==> src/rtl/store_write_buffer.sv <==
// Write-through store buffer: FIFO of pending word stores drained one at a time to main memory,
// with youngest-match forwarding to refill reads. Optional in-place coalescing under WB_COALESCE_EN.
module store_write_buffer #(
  parameter int DEPTH  = 4,
  parameter int ADDR_W = 10,
  parameter int DATA_W = 32
) (
  input  logic              clk,
  input  logic              reset,
  input  logic              wr_valid,
  input  logic [ADDR_W-1:0] wr_addr,
  input  logic [DATA_W-1:0] wr_data,
  output logic              wr_stall,
  input  logic [ADDR_W-1:0] rd_addr,
  output logic              rd_fwd_hit,
  output logic [DATA_W-1:0] rd_fwd_data,
  output logic              mem_write,
  output logic [ADDR_W-1:0] mem_addr,
  output logic [DATA_W-1:0] mem_wdata,
  input  logic              mem_ready,
  output logic              empty,
  output logic              full
);

  localparam int PW = $clog2(DEPTH);

  typedef enum logic {IDLE, BUSY} state_t;

  state_t            state, state_nx;
  logic [ADDR_W-1:0] addr_q [DEPTH];
  logic [DATA_W-1:0] data_q [DEPTH];
  logic [DEPTH-1:0]  valid_q;
  logic [PW-1:0]     head, tail;
  logic [PW:0]       count;

  logic              push, pop, latch;
  logic              coal_hit;
  logic [PW-1:0]     coal_idx;
  logic [PW-1:0]     fwd_idx;

  assign full  = (count == (PW+1)'(DEPTH));
  assign empty = (count == '0) && (state == IDLE);

  // Scan oldest to youngest so the last match (youngest) wins.
  always_comb begin
    rd_fwd_hit  = 1'b0;
    rd_fwd_data = '0;
    fwd_idx     = '0;
    for (int k = 0; k < DEPTH; k++) begin
      fwd_idx = head + PW'(k);
      if (valid_q[fwd_idx] && (addr_q[fwd_idx] == rd_addr)) begin
        rd_fwd_hit  = 1'b1;
        rd_fwd_data = data_q[fwd_idx];
      end
    end
  end

`ifdef WB_COALESCE_EN
  logic [PW-1:0] scan_idx;
  always_comb begin
    coal_hit = 1'b0;
    coal_idx = '0;
    scan_idx = '0;
    for (int k = 0; k < DEPTH; k++) begin
      scan_idx = head + PW'(k);
      if (wr_valid && valid_q[scan_idx] && (addr_q[scan_idx] == wr_addr) &&
          !((state == BUSY) && (scan_idx == head))) begin
        coal_hit = 1'b1;
        coal_idx = scan_idx;
      end
    end
  end
`else
  assign coal_hit = 1'b0;
  assign coal_idx = '0;
`endif

  assign push     = wr_valid && !coal_hit && !full;
  assign wr_stall = wr_valid && !(push || coal_hit);

  always_comb begin
    state_nx = state;
    latch    = 1'b0;
    pop      = 1'b0;
    case (state)
      IDLE: begin
        if (count != '0) begin
          latch    = 1'b1;
          state_nx = BUSY;
        end
      end
      BUSY: begin
        if (mem_ready) begin
          pop      = 1'b1;
          state_nx = IDLE;
        end
      end
      default: state_nx = IDLE;
    endcase
  end

  always_ff @(posedge clk or posedge reset) begin
    if (reset) state <= IDLE;
    else       state <= state_nx;
  end

  // A coalesce into the head on its latch edge must reach memory with the new data.
  always_ff @(posedge clk or posedge reset) begin
    if (reset) begin
      mem_write <= 1'b0;
      mem_addr  <= '0;
      mem_wdata <= '0;
    end else if (latch) begin
      mem_write <= 1'b1;
      mem_addr  <= addr_q[head];
      mem_wdata <= (coal_hit && (coal_idx == head)) ? wr_data : data_q[head];
    end else if (pop) begin
      mem_write <= 1'b0;
    end
  end

  always_ff @(posedge clk) begin
    if (push) begin
      addr_q[tail] <= wr_addr;
      data_q[tail] <= wr_data;
    end else if (coal_hit) begin
      data_q[coal_idx] <= wr_data;
    end
  end

  always_ff @(posedge clk or posedge reset) begin
    if (reset) begin
      head    <= '0;
      tail    <= '0;
      count   <= '0;
      valid_q <= '0;
    end else begin
      if (push) begin
        valid_q[tail] <= 1'b1;
        tail          <= tail + PW'(1);
      end
      if (pop) begin
        valid_q[head] <= 1'b0;
        head          <= head + PW'(1);
      end
      case ({push, pop})
        2'b10:   count <= count + (PW+1)'(1);
        2'b01:   count <= count - (PW+1)'(1);
        default: count <= count;
      endcase
    end
  end

endmodule

==> config.mk <==
export PLATFORM = sky130hd
export DESIGN_NAME = store_write_buffer
export DESIGN_NICKNAME = d
export VERILOG_FILES = /design/src/rtl/store_write_buffer.sv
export SDC_FILE = /design/constraint.sdc
export NUM_CORES = 1
export LEC_CHECK = 0
export CORE_MARGIN = 1
export CORE_UTILIZATION = 63
export DETAILED_ROUTE_END_ITERATION = 8
export PLACE_DENSITY_LB_ADDON = 0.1
export SYNTH_ARGS = -nofsm -noshare
export SYNTH_HDL_FRONTEND = slang
export SYNTH_SLANG_ARGS = --single-unit
==> constraint.sdc <==
create_clock -name clk -period 15.6 [get_ports clk]
set_input_delay 3.12 -clock clk [delete_from_list [all_inputs] [get_ports clk]]
set_output_delay 3.12 -clock clk [all_outputs]
set_load 0.005 [all_outputs]
==> out/results.tsv, run 1 <==
metric	value	unit
portBuffers	134	
core	20500	sq um
combPwrFrac	50.1	%
cts_resized	0	
die_width	148	um
tns	0	ns
p_clk_share	17.6	%
drtAntennaViolNets	0	
powerDensity	198	nW/um^2
post_cts_buffers	0	
viasPerCell	7.24	
yosys.area.top_type_share	37.8	%
cap_viol_max_count	0	
crit_required	12.48	ns
met3_length	2880	um
synth_area	13400	sq um
p_sw_share	35.4	%
htree_num_levels	1	
top_layer_used	met4	
p_int	1990	uW
postCtsHoldBufs	0	
ys_seq_area_share	48.1	%
drc	0	
yosysWarnings	0	
grt_max_degree	71	
nFillCells	1209	
period_share	62.3	%
power.leakage	0.00528	uW
crit_type	reg -> out	
wl_per_cell	26.2	um
cts_tree	built	
async_flop_share	24.7	%
hold_violations	0	
endpoint_kind	output pin	
cts_made_buffers	25	
dp.final_hpwl	19300	um
hold_class	reg -> reg	
overflow	0	
place.gp.congestion	0.823	
clk_pin_slew	0.06	ns
arrival	6.60	ns
synth_ff_type	edfxtp_1	
cp-start-kind	flop	
vdd_ir_drop_max	0.211	mV
rows	52	
syn-num-nets	906	
final_layout_size_suffix_gt1_share	30.9	%
worst_hold_slack	0.506	ns
die_h	148	um
cts.sink_count	223	
fmax	103	MHz
status	finished clean	
switchingPower	1090	uW
synthCells	840	
antenna_found_initial	3	
grt_pass1_vias	9148	
path_max_fanout	70	
root_buffer	clkbuf_16	
finalMaxSlewViolations	0	
wirelength	32200	um
routedLengthMet1	11900	um
relSlewSlack	16.6	%
ys_types	51	
synthDominantAreaCellType	edfxtp_1	
final.setup_skew	0.0147	ns
syn_to_final_growth	16.4	%
start_util	65.2	%
dieArea	21800	sq um
ys_top_cells_by_area	edfxtp_1 (38%), mux4_2 (26%), dfrtp_1 (10%), mux2_2 (3.8%), mux2i_1 (2.5%)	
pwr-share-seq	32.3	%
finalSetupViolCount	0	
synth_edf_count	168	
max_slew.worst_pin.slew	1.25	ns
grtUsageTotal	30.0	%
ios	135	
drt-initial-drc-count	661	
route.met2.wl	16600	um
clock_latency	0.52	ns
ys_ff_latch	223	
nNetsFinal	1002	
rsz0062_at_grt	no	
via_count	8886	
totalPowerFinal	3080	uW
cts_max_path_buffers	3	
grt_pass1_wl	49700	um
firstDrtPassIters	5	
avgSynthCellArea	15.9	sq um
finalCriticalPeriod	9.72	ns
power groups by stage:
stage	sequential [uW]	clock, uW	combinational, uW
2_1_floorplan	914	0	1230
3_3_place_gp	979	0	1490
3_5_place_dp	1000	0	1540
4_1_cts	993	550	1550
5_1_grt	1020	571	1640
6_report	994	542	1540
placed cells by master, fill, tap and decap left out, types with 9 or more instances in the layout:
cell type and count:
a31o_2 32, a41oi_1 32, buf_4 16, clkbuf_1 13, clkbuf_16 25, clkdlybuf4s50_1 134, dfrtp_1 53, edfxtp_1 168
inv_1 23, mux2_2 45, mux2i_1 33, mux4_2 152, nand2b_1 20, nor2_1 9, o21ai_1 49, o22ai_1 15
xnor2_1 26, xor2_1 18
logic make-up (layout without fill, tap and decap cells):
family / after synthesis / count (layout) / share of synthesized area, %
AND/OR/NAND/NOR: 61 / 61 / 3.01
AO/OA/AOI/OAI: 162 / 162 / 8.53
other: 0 / 3 / 0
buffers and inverters: 105 / 219 / 3.80
XOR/XNOR: 45 / 45 / 3.01
flip-flops: 223 / 223 / 48.1
adder cells (fa/ha/maj): 10 / 10 / 0.993
multiplexers: 234 / 234 / 32.6
cell usage after synthesis (3+ instances only):
cell type	instances
and3_1	5
mux2i_1	33
nor2_1	10
clkbuf_1	31
a41oi_1	32
o21ai_1	49
buf_1	5
nand2b_1	20
ha_1	9
mux4_2	152
nand4_1	6
a21oi_1	4
xnor2_1	26
nand2_1	6
a31o_2	32
buf_6	6
xor2_1	18
edfxtp_1	168
o21ai_0	8
mux2_2	45
mux4_1	3
inv_1	24
a211oi_1	5
buf_4	8
buf_2	31
a2bb2oi_1	5
o22ai_1	15
dfrtp_1	55
final cells by class:
| class | count | area [sq um] | area share [%] |
|---|---|---|---|
| antenna | 3 | 7.51 | 0.0483 |
| clock buffer | 39 | 688 | 4.43 |
| clock inverter | 6 | 57.6 | 0.370 |
| inverter | 24 | 90.1 | 0.580 |
| multi-input combinational | 512 | 6470 | 41.6 |
| sequential | 223 | 6430 | 41.4 |
| tap | 270 | 338 | 2.17 |
| timing repair buffer | 150 | 1460 | 9.40 |
metrics by stage:
step | util (%) | cell area [sq um] | instances | setup slack, ns
final | 75.8 | 15500 | 1227 | 5.88
after detailed placement | 72.1 | 14800 | 1179 | 6.03
after global placement | 72.1 | 14800 | 1179 | 6.08
after CTS | 75.8 | 15500 | 1224 | 5.91
after floorplan | - | 13400 | 840 | 7.75
after global routing | 75.8 | 15500 | 1226 | 5.46
sequential cells by signal (all words and copies together) (netlist names):
register,flops
data_q,128
mem_write,1
addr_q,40
head,2
count,3
state,1
mem_wdata,32
valid_q,4
mem_addr,10
tail,2
metal layers:
metal	global-route usage [%]	up-vias
met4	10.9	0
met2	51.6	511
met5	0	-
met1	39.3	4602
met3	4.41	72
li1	-	3701
worst paths after layout:
check	slack [ns]	to	depth (start not counted)	start
max	5.88	rd_fwd_data[26]	11	head[0]
min	0.51	mem_wdata[6]	1	mem_wdata[6]
max in group asynchronous	11.79	head[0]	3	reset
min reg2reg	0.51	mem_wdata[6]	1	mem_wdata[6]
min in group asynchronous	3.19	tail[0]	3	reset
max reg2reg	11.69	head[1]	5	head[0]
critical path, stage by stage, from the launching register on:
cell             delay [ns]
dfrtp_4                1.16
inv_1                  0.60
ha_4                   0.95
mux4_2                 0.62
xnor2_1                0.19
nand2_1                0.12
nor4b_4                0.27
buf_4                  0.49
nand2_2                0.62
a41oi_1                0.38
o22ai_1                0.11
clkdlybuf4s50_1        0.51
Note: power is estimated with default switching activity, not from simulation.
==> run 2, diff against run 1 <==
CORE_UTILIZATION = 52   (was 63)
clock period = 8.3 ns   (was 15.6 ns; I/O delays follow)
==> run 2 against run 1 <==
First-iteration DRC count increased by 22%. Setup slack got worse by 4.9 ns. Sequential share of layout area decreased by 0.64 points. Die area increased by 21%. Count of clock-buffer cells in the layout decreased by 8. Routed wire length increased by 3.6%. Clock power increased by 120%. Sequential cell count unchanged.
==> out/results.tsv, run 2 (synthesized netlist as in run 1, its figures left out) <==
metric	value	unit
cts_max_path_buffers	3	
period_share	87.6	%
rows	58	
arrival	5.61	ns
combPwrFrac	49.3	%
drt-initial-drc-count	809	
pwr-share-seq	30.4	%
worst_slack	1.03	ns
drtAntennaViolNets	0	
endpoint_kind	output pin	
cts_resized	0	
p_clk_share	20.2	%
rsz0062_at_grt	no	
wirelength	33300	um
drc	0	
place.gp.congestion	0.849	
max_slew.worst_pin.slew	1.25	ns
worst_hold_slack	0.502	ns
place_ws	1.55	ns
die_h	162	um
cts_made_buffers	26	
htree_num_levels	1	
p_sw_share	34.7	%
path_max_fanout	56	
final_layout_size_suffix_gt1_share	31.5	%
largest_reg_flops	128	
cp-start-kind	flop	
cts_tree	built	
dp.final_hpwl	19800	um
core	25200	sq um
status	finished clean	
post_cts_buffers	0	
hold_violations	0	
die_width	162	um
start_util	53.0	%
fmax	137	MHz
final_cell_mix	edfxtp_1 (168), mux4_2 (152), clkdlybuf4s50_1 (134)	
stdcell_area	15800	sq um
dieArea	26300	sq um
clock_latency	0.54	ns
final.setup_skew	0.0209	ns
grt_max_degree	68	
portBuffers	134	
crit_type	reg -> out	
via_count	8740	
syn_to_final_growth	18.2	%
power.leakage	0.00537	uW
finalMaxSlewViolations	0	
antenna_found_initial	2	
top_regs	data_q x128, addr_q x40, mem_wdata x32	
crit_required	6.64	ns
utilization	62.7	%
viasPerCell	6.79	
p_int	3910	uW
antennaDiodeCount	0	
firstDrtPassIters	5	
nNetsFinal	1003	
postCtsHoldBufs	0	
grt_pass1_wl	51900	um
wl_per_cell	25.9	um
hold_class	reg -> reg	
switchingPower	2080	uW
root_buffer	clkbuf_16	
cap_viol_max_count	0	
powerDensity	379	nW/um^2
tns	0	ns
layout_commonest_cell	edfxtp_1	
max_flop_register	data_q	
clk_pin_slew	0.06	ns
overflow	0	
place_area	14900	sq um
relSlewSlack	16.2	%
cts.sink_count	223	
ios	135	
finalSetupViolCount	0	
grtUsageTotal	25.9	%
finalCriticalPeriod	7.27	ns
grt_pass1_vias	8953	
vdd_ir_drop_max	0.265	mV
-- run 2: changes by cell type in the layout (fill, tap and decap cells not counted), sizes merged --
cell,previous run,this run
diode,3,0
clkinv,4,11
bufinv,1,6
clkinvlp,1,0
clkbuf,39,31
-- run 2: final cells by class --
type	instances	area [sq um]
Fill cell	1812	9400
Clock inverter	17	240
Tap cell	330	413
Inverter	24	90.1
Clock buffer	31	669
Multi-Input combinational cell	512	6470
Timing Repair Buffer	150	1470
Sequential cell	223	6430
-- run 2: metal layers --
layer / GRT usage, % / wire (um) / vias to the layer above / part of all wire [%]
met5: 0 / 23 / - / 0.069
met4: 6.22 / 552 / 4 / 1.7
met3: 4.55 / 2660 / 52 / 8.0
met2: 44.4 / 17200 / 377 / 51
met1: 34.4 / 13000 / 4582 / 39
li1: - / - / 3725 / -
-- run 2: worst paths after layout --
kind,startpoint,to,slack [ns],cells after the start
max,head[0],rd_fwd_data[1],1.03,10
min,mem_wdata[6],mem_wdata[6],0.50,1
max reg2reg,head[0],mem_wdata[24],4.42,4
min reg2reg,mem_wdata[6],mem_wdata[6],0.50,1
max in group asynchronous,reset,head[0],5.90,3
min in group asynchronous,reset,mem_wdata[28],1.73,3
-- run 2: power groups by stage --
| stage | sequential, uW | combinational, uW | clock, uW |
|---|---|---|---|
| floorplan | 1720 | 2310 | 0 |
| global placement | 1810 | 2910 | 0 |
| detailed placement | 1840 | 2970 | 0 |
| CTS | 1820 | 2980 | 1230 |
| global route | 1870 | 3160 | 1280 |
| finish | 1820 | 2950 | 1210 |
-- run 2: worst max-delay path: stages (launching register included) --
cell             delay [ns]
dfrtp_4                0.80
inv_1                  0.43
ha_4                   0.99
mux4_2                 0.61
xnor2_1                0.15
nand2_1                0.11
nor4b_4                0.31
nand2_2                0.59
a41oi_1                0.43
o21ai_1                0.12
clkdlybuf4s50_1        0.48
-- run 2: per-stage QoR --
step	instances	power (uW)
floorplan	840	4030
global placement	1239	4710
detailed placement	1239	4810
CTS	1287	6040
global route	1287	6310
finish	1287	5990
==> run 3, diff against run 2 <==
CORE_UTILIZATION = 54   (was 52)
CTS_BUF_LIST = sky130_fd_sc_hd__clkbuf_4   (was default)
==> run 3 against run 2 <==
Fmax down 2.9%. Power down 5.3%. Worst hold slack better by 0.0011 ns. Sequential cell count unchanged. Utilization up 1.5 points. Highest routed layer unchanged. Count of clock-buffer cells in the layout up 53. Cell count up 4.3%. Via count up 1.1%. Clock skew up 0.024 ns. Register-to-register slack better by 0.82 ns.
==> out/results.tsv, run 3 (synthesized netlist as in run 1, its figures left out) <==
metric	value	unit
reg2reg_from	head[1]	
dp.final_hpwl	19600	um
place.gp.congestion	0.838	
grt_pass1_wl	50500	um
holdCritStartpoint	mem_wdata[13]	
finalSetupViolCount	0	
dieArea	25400	sq um
ios	135	
final_layout_size_suffix_gt1_share	34.9	%
largest_reg_flops	128	
wl_per_cell	24.0	um
rr_worst_depth	5	
period_share	90.2	%
utilization	64.2	%
cts_resized	0	
clock_latency	0.70	ns
r2r-end	head[1]	
max_flop_register	data_q	
firstDrtPassIters	6	
clk_pin_slew	0.06	ns
arrival	5.83	ns
cts_max_path_buffers	3	
rsz0062_at_grt	no	
root_buffer	clkbuf_4	
crit_type	reg -> out	
drc	0	
portBuffers	134	
rows	57	
path_max_fanout	48	
place_area	14900	sq um
powerDensity	363	nW/um^2
cap_viol_max_count	0	
totalPowerFinal	5670	uW
nNetsFinal	1036	
overflow	0	
hold_violations	0	
finalCriticalPeriod	7.49	ns
power.leakage	0.00537	uW
relSlewSlack	6.39	%
htree_num_levels	2	
cts_made_buffers	58	
grt_pass1_vias	9136	
worst_hold_slack	0.503	ns
die_h	159	um
grt_max_degree	168	
vdd_ir_drop_max	0.303	mV
wirelength	32200	um
layout_commonest_cell	edfxtp_1	
status	finished clean	
drt-initial-drc-count	602	
max_slew.worst_pin.slew	1.39	ns
viasPerCell	6.58	
tns	0	ns
core	24300	sq um
cts_tree	built	
stdcell_area	15600	sq um
drtAntennaViolNets	0	
final_cell_mix	edfxtp_1 (168), mux4_2 (152), clkdlybuf4s50_1 (134)	
postCtsHoldBufs	0	
r2r_setup_slack	5.24	ns
hold_class	reg -> reg	
post_cts_buffers	0	
die_width	159	um
top_regs	data_q x128, addr_q x40, mem_wdata x32	
grtUsageTotal	25.9	%
holdPathStages	1	
fmax	134	MHz
final.setup_skew	0.0449	ns
antenna_found_initial	2	
finalMaxSlewViolations	0	
start_util	54.9	%
syn_to_final_growth	16.8	%
via_count	8837	
endpoint_kind	output pin	
crit_required	6.64	ns
min_to	mem_wdata[13]	
cp-start-kind	flop	
cts.sink_count	223	
[run 3: cell count changes in the layout (fill, tap and decap cells not counted), moves of 5 or more]
cell / before / now
bufinv_16: 6 / 0
clkbuf_16: 26 / 0
clkinv_1: 5 / 16
clkbuf_1: 5 / 0
clkbuf_4: 0 / 84
[run 3: cell type report]
cell class,instances,area (sq um)
inverters,24,90.1
flip-flops and latches,223,6430
clock buffers,84,631
multi-input cells,512,6470
repair buffers,151,1480
diodes,1,2.50
clock inverters,23,96.3
well taps,324,405
fillers,1793,8720
[run 3: power by group]
| part | total [uW] | internal [uW] | switching (uW) | leakage (uW) |
|---|---|---|---|---|
| Combinational | 2970 | 1610 | 1360 | 0.00275 |
| Sequential | 1780 | 1540 | 245 | 0.00218 |
| Clock | 915 | 467 | 449 | 0.000435 |
[run 3: critical path, cell delays in order, from the launching register on]
cell and delay (ns):
dfrtp_4 0.80, inv_1 0.21, ha_4 0.84, mux4_2 0.61
xnor2_1 0.17, nand2_1 0.14, nor4b_4 0.37, buf_4 0.35
nand2_2 0.56, a41oi_1 0.42, o22ai_1 0.13, clkdlybuf4s50_1 0.47
[run 3: stage by stage]
stage / setup WS (ns) / std cells
floorplan: 2.66 / 840
global placement: 1.61 / 1234
detailed placement: 1.57 / 1234
CTS: 0.804 / 1341
global route: 0.475 / 1342
finish: 0.812 / 1342
[run 3: layer usage]
| layer | up-vias | part of all wire [%] | GRT usage [%] |
|---|---|---|---|
| met5 | - | 0.040 | 0 |
| met4 | 2 | 1.6 | 7.78 |
| met3 | 44 | 7.5 | 5.31 |
| met2 | 377 | 51 | 44.3 |
| met1 | 4599 | 40 | 33.7 |
| li1 | 3815 | - | - |
[run 3: worst max-delay path by stage]
stage | from | end | slack, ns
global placement | rd_addr[7] | rd_fwd_data[15] | 1.61
finish | head[1] | rd_fwd_data[30] | 0.81
CTS | head[1] | rd_fwd_data[5] | 0.80
detailed placement | head[1] | rd_fwd_data[30] | 1.57
global route | head[1] | rd_fwd_data[5] | 0.48
floorplan | head[1] | rd_fwd_data[12] | 2.66
